`src/rtl/io_uart_tx.sv`:
```
// io_uart_tx: memory-mapped 8N1 UART transmitter with TX queue and idle irq.
// Define UART_TX_FIFO_EN for a DEPTH-entry FIFO; otherwise a one-byte holding register.
module io_uart_tx #(
    parameter int BAUD_DIV = 87,
    parameter int DEPTH    = 8
) (
    input  logic        clk,
    input  logic        reset,
    input  logic        io_sel,
    input  logic [7:0]  io_word_address,
    input  logic [31:0] mem_wdata,
    input  logic [3:0]  mem_wmask,
    input  logic        mem_rstrb,
    output logic [31:0] io_rdata,
    output logic        tx,
    output logic        irq
);

    localparam logic [7:0]  ADDR_DATA   = 8'h01;
    localparam logic [7:0]  ADDR_STATUS = 8'h02;
    localparam logic [15:0] RELOAD      = 16'(BAUD_DIV - 1);

    typedef enum logic [1:0] {
        IDLE,
        START,
        DATA,
        STOP
    } state_t;

    state_t      state;
    logic [15:0] timer;
    logic [2:0]  bit_cnt;
    logic [7:0]  shift;
    logic        overflow;

    logic        wr_cyc;
    logic        push_req;
    logic        push;
    logic        pop;
    logic        stat_wr;
    logic        rd_req;
    logic        empty;
    logic        full;
    logic        busy;
    logic [7:0]  head;
    logic        unused;

    assign wr_cyc   = io_sel && (mem_wmask != 4'b0000);
    assign push_req = io_sel && mem_wmask[0] && (io_word_address == ADDR_DATA);
    assign stat_wr  = wr_cyc && (io_word_address == ADDR_STATUS);
    assign rd_req   = io_sel && mem_rstrb;

    // A pop on the same edge frees a slot, so a push into a full queue still lands.
    assign pop  = (state == IDLE) && !empty;
    assign push = push_req && (!full || pop);

    assign busy   = !empty || (state != IDLE);
    assign irq    = !busy;
    assign unused = ^mem_wdata[31:8];

`ifdef UART_TX_FIFO_EN
    localparam int AW = $clog2(DEPTH);

    logic [7:0]  mem [DEPTH];
    logic [AW:0] wptr;
    logic [AW:0] rptr;

    assign empty = (wptr == rptr);
    assign full  = (wptr[AW] != rptr[AW]) &&
                   (wptr[AW-1:0] == rptr[AW-1:0]);
    assign head  = mem[rptr[AW-1:0]];

    always_ff @(posedge clk) begin
        if (push) begin
            mem[wptr[AW-1:0]] <= mem_wdata[7:0];
        end
    end

    always_ff @(posedge clk or negedge reset) begin
        if (!reset) begin
            wptr <= '0;
            rptr <= '0;
        end else begin
            if (push) begin
                wptr <= wptr + 1'b1;
            end
            if (pop) begin
                rptr <= rptr + 1'b1;
            end
        end
    end
`else
    localparam int unused_depth = DEPTH;

    logic       hold_valid;
    logic [7:0] hold_data;

    assign empty = !hold_valid;
    assign full  = hold_valid;
    assign head  = hold_data;

    always_ff @(posedge clk or negedge reset) begin
        if (!reset) begin
            hold_valid <= 1'b0;
            hold_data  <= 8'h00;
        end else if (push) begin
            hold_valid <= 1'b1;
            hold_data  <= mem_wdata[7:0];
        end else if (pop) begin
            hold_valid <= 1'b0;
        end
    end
`endif

    // A dropped byte on the clearing edge keeps the flag set.
    always_ff @(posedge clk or negedge reset) begin
        if (!reset) begin
            overflow <= 1'b0;
        end else if (push_req && !push) begin
            overflow <= 1'b1;
        end else if (stat_wr) begin
            overflow <= 1'b0;
        end
    end

    always_ff @(posedge clk or negedge reset) begin
        if (!reset) begin
            io_rdata <= 32'h0;
        end else if (rd_req) begin
            if (io_word_address == ADDR_STATUS) begin
                io_rdata <= {29'b0, overflow, full, busy};
            end else begin
                io_rdata <= 32'h0;
            end
        end
    end

    always_ff @(posedge clk or negedge reset) begin
        if (!reset) begin
            state   <= IDLE;
            tx      <= 1'b1;
            timer   <= 16'h0;
            bit_cnt <= 3'd0;
            shift   <= 8'h00;
        end else begin
            unique case (state)
                IDLE: begin
                    tx <= 1'b1;
                    if (!empty) begin
                        shift <= head;
                        timer <= RELOAD;
                        tx    <= 1'b0;
                        state <= START;
                    end
                end
                START: begin
                    if (timer == 16'h0) begin
                        tx      <= shift[0];
                        shift   <= {1'b0, shift[7:1]};
                        bit_cnt <= 3'd0;
                        timer   <= RELOAD;
                        state   <= DATA;
                    end else begin
                        timer <= timer - 16'h1;
                    end
                end
                DATA: begin
                    if (timer == 16'h0) begin
                        timer <= RELOAD;
                        if (bit_cnt == 3'd7) begin
                            tx    <= 1'b1;
                            state <= STOP;
                        end else begin
                            tx      <= shift[0];
                            shift   <= {1'b0, shift[7:1]};
                            bit_cnt <= bit_cnt + 3'd1;
                        end
                    end else begin
                        timer <= timer - 16'h1;
                    end
                end
                STOP: begin
                    if (timer == 16'h0) begin
                        state <= IDLE;
                    end else begin
                        timer <= timer - 16'h1;
                    end
                end
                default: begin
                    state <= IDLE;
                    tx    <= 1'b1;
                end
            endcase
        end
    end

endmodule

```
`config.mk`:
```
export PLATFORM = sky130hd
export DESIGN_NAME = io_uart_tx
export DESIGN_NICKNAME = d
export VERILOG_FILES = /design/src/rtl/io_uart_tx.sv
export SDC_FILE = /design/constraint.sdc
export NUM_CORES = 1
export LEC_CHECK = 0
export ABC_AREA = 1
export ABC_CLOCK_PERIOD_IN_PS = 2000
export CAP_MARGIN = 10
export CORE_UTILIZATION = 30
export DETAILED_ROUTE_END_ITERATION = 16
export GPL_ROUTABILITY_DRIVEN = 0
export SLEW_MARGIN = 5
export SYNTH_ARGS = -nofsm -noshare
export SYNTH_HDL_FRONTEND = slang
export SYNTH_SLANG_ARGS = --single-unit
```
`constraint.sdc`:
```
create_clock -name clk -period 2 [get_ports clk]
set_clock_uncertainty 0.2 [all_clocks]
set_input_delay 0.4 -clock clk [delete_from_list [all_inputs] [get_ports clk]]
set_output_delay 0.4 -clock clk [all_outputs]
set_load 0.1 [all_outputs]
```
==> impl_metrics.yaml <==
clocking:
  h-tree-depth: 2
  cts_buffer_depth: 2
  clkTransAtPathRegs_ns: 0.09
  cts_tree: "done"
  cts_root_buffer: "clkbuf_8"
  clock_latency_ns: 0.30
  cts.sinks: 43
  cts_made_buffers: 5
floorplan:
  rows: 34
  die_area_mm2: 0.00952
  die_x_um: 97.6
  die_h_um: 97.6
  pin_count: 82
  core_area_mm2: 0.00876
  initial_utilization: 0.313
logic_synthesis:
  synthMostInstantiatedCell: "nand2_1"
  synth_warnings: 0
  synth.distinct_cells: 32
  synth-edff-count: 0
  ys.flop_type: "dfrtp_1"
  synth_area_mm2: 0.00274
  yosysTopAreaCellShare: 0.384
  synthTopCellsByCount: "nand2_1, nor2_1, dfrtp_1"
  ys_seq_elements: 43
  synth_top_area_cell: "dfrtp_1"
  ys_seq_area_frac: 0.393
  synthTopCellsByArea: "dfrtp_1, nand2_1, buf_4"
  synthCells: 358
  syn_area_per_cell_um2: 7.65
  synthArstFlopShare: 1.00
critical_path:
  cpMaxStageDelayCell: "dfrtp_1"
  required_ns: 1.40
  worstPathCellList: "inv_2 -> ha_4 -> inv_4 -> nor2_4 -> buf_12"
  worstSetupPathType: "flop to primary output"
  r2r_cells: 10
  endpoint_kind: "primary output"
  crit_arrival_ns: 1.37
  slowest_delay_ns: 0.43
  start_kind: "flop"
  critPathMaxFanout: 6
pwr:
  swShare: 0.508
  power.internal_mw: 2.59
  p_seq_frac: 0.250
  power_switching_mw: 2.68
  p_leak_nw: 1.70
  p_comb_frac: 0.615
  vdd_ir_drop_max_mv: 1.32
  clock_power_share: 0.135
  p_per_area_mw_per_mm2: 1570
  p_total_mw: 5.27
global_route:
  grt_usage: 0.117
  grt_pass1_vias: 2203
  grt-ovfl-total: 0
  grt_max_degree: 44
  grt_pass1_wl_um: 9380
  antenna_found_initial: 0
sta:
  slew_viol_final: 0
  finalCriticalPeriod_ns: 1.97
  tightest_slew_ns: 0.544
  fin_hold_ws_ns: 0.279
  final-hold-violation-count: 0
  setup_ws_ns: 0.0308
  fmaxAchievable_ghz: 0.508
  rsz0062_at_grt: "yes"
  slew-limit-headroom: 0.637
  fin_crit_sh: 0.985
  setup_viol: 0
routing:
  wl_met1_um: 2520
  route.detailed.drc: 0
  wl_per_cell_um: 10.3
  wl_met3_um: 215
  dr.pass1.iters: 4
  vias: 2243
  drt-initial-drc-count: 96
  top_layer_used: "met4"
  routed_wl_um: 5270
  wl_met2_um: 2500
  avgViaCountPerCell: 4.41
  final_antenna_net_count: 0
cells_and_area:
  diodes: 0
  syn_to_final_growth_pct: 22.5
  postLayoutCellArea_mm2: 0.00335
  final_nets: 456
  instances_no_fill: 509
  drive_above_1_share: 0.165
  n_fill_cell: 907
placed_design:
  dp_hpwl_um: 3980
  dp_slack_ns: -0.0847
  io_buffers: 28
  dpl-instance-area_mm2: 0.00317
  dp.cells: 496
status:
  status: "completed"
worst_hold_path:
  min_path_type: "flop to flop"
  hold_depth: 2
job:
  maxCapViolCount: 0
==> power by group through the flow <==
| stage | clock network (mW) | registers, mW | logic, mW |
|---|---|---|---|
| floorplan | 0 | 1.35 | 2.44 |
| global placement | 0 | 1.33 | 3.05 |
| detailed placement | 0 | 1.33 | 3.09 |
| CTS | 0.736 | 1.32 | 3.12 |
| global route | 0.758 | 1.35 | 3.62 |
| finish | 0.711 | 1.32 | 3.24 |
==> cell usage in the layout, fill, tap and decap left out, drive strengths merged, types with 7 or more instances in the layout <==
cell type,count
nand2,98
nor2,48
inv,43
dfrtp,42
nand3,33
conb,29
clkdlybuf4s50,22
o21ai,21
buf,17
ha,8
mux2i,7
==> sequential cells by signal, indices dropped and copies added, names as in the netlist <==
name,count
timer,16
head,8
shift,8
bit_cnt,3
io_rdata,3
state,2
full,1
overflow,1
tx,1
==> area by class of cell <==
class	instances	area, µm²	area share
clock buffer	5	68.8	0.0205
multi-input combinational	267	1430	0.427
inverter	43	164	0.0489
tap	108	135	0.0403
timing repair buffer	40	430	0.128
clock inverter	3	47.5	0.0142
sequential	43	1080	0.321
==> cell families (layout without fill, tap and decap cells) <==
group	Yosys count	count (layout)	share of synthesized area
buf+inv	77	91	0.152
mux	7	7	0.0256
xor+xnor	4	4	0.0128
simple gates	193	194	0.322
fa+ha+maj	8	8	0.0365
flops	43	43	0.393
compound gates	25	25	0.0566
other cells	1	29	0.00137
==> worst max-delay path, delay by kind of cell (launching register included) <==
kind / cells / cell delay [ns]
adders and majority gates: 1 / 0.16
buffers and inverters: 3 / 0.35
and+or+nand+nor: 1 / 0.13
DFF: 1 / 0.43
==> routing by layer <==
layer,GRT usage,up-vias
met4,0.0271,0
met2,0.201,54
li1,-,1157
met5,0,-
met3,0.0237,2
met1,0.151,1030
==> stage by stage <==
step                       util  setup TNS (ns)
after detailed placement  0.361          -0.612
after global routing      0.383         -0.0588
after CTS                 0.376               0
after global placement    0.361          -0.461
after floorplan               -          -0.362
final                     0.383               0
==> path summary, 6_finish.rpt <==
kind                                 startpoint              endpoint  slack, ns
min in group asynchronous                 reset  timer[9]$_DFFE_PN0P_       0.49
max in group asynchronous                 reset        tx$_DFFE_PN1P_       0.72
min                         head[7]$_DFFE_PN0P_   head[7]$_DFFE_PN0P_       0.28
max                        state[0]$_DFFE_PN0P_                   irq       0.03
min reg2reg                 head[7]$_DFFE_PN0P_   head[7]$_DFFE_PN0P_       0.28
max reg2reg                state[0]$_DFFE_PN0P_  state[1]$_DFFE_PN0P_       0.13
==> repair_timing <==
| action | in CTS | in global routing |
|---|---|---|
| cloned | 0 | 1 |
| hold buffers | 1 | 0 |
| setup buffers | 1 | 2 |
| hold endpoints to repair | 35 | 0 |
| gates resized for setup | 0 | 6 |
| pin swaps | 1 | 1 |
| endpoints found under the setup margin | 1 | 13 |
Note: power is estimated with default switching activity, not from simulation.
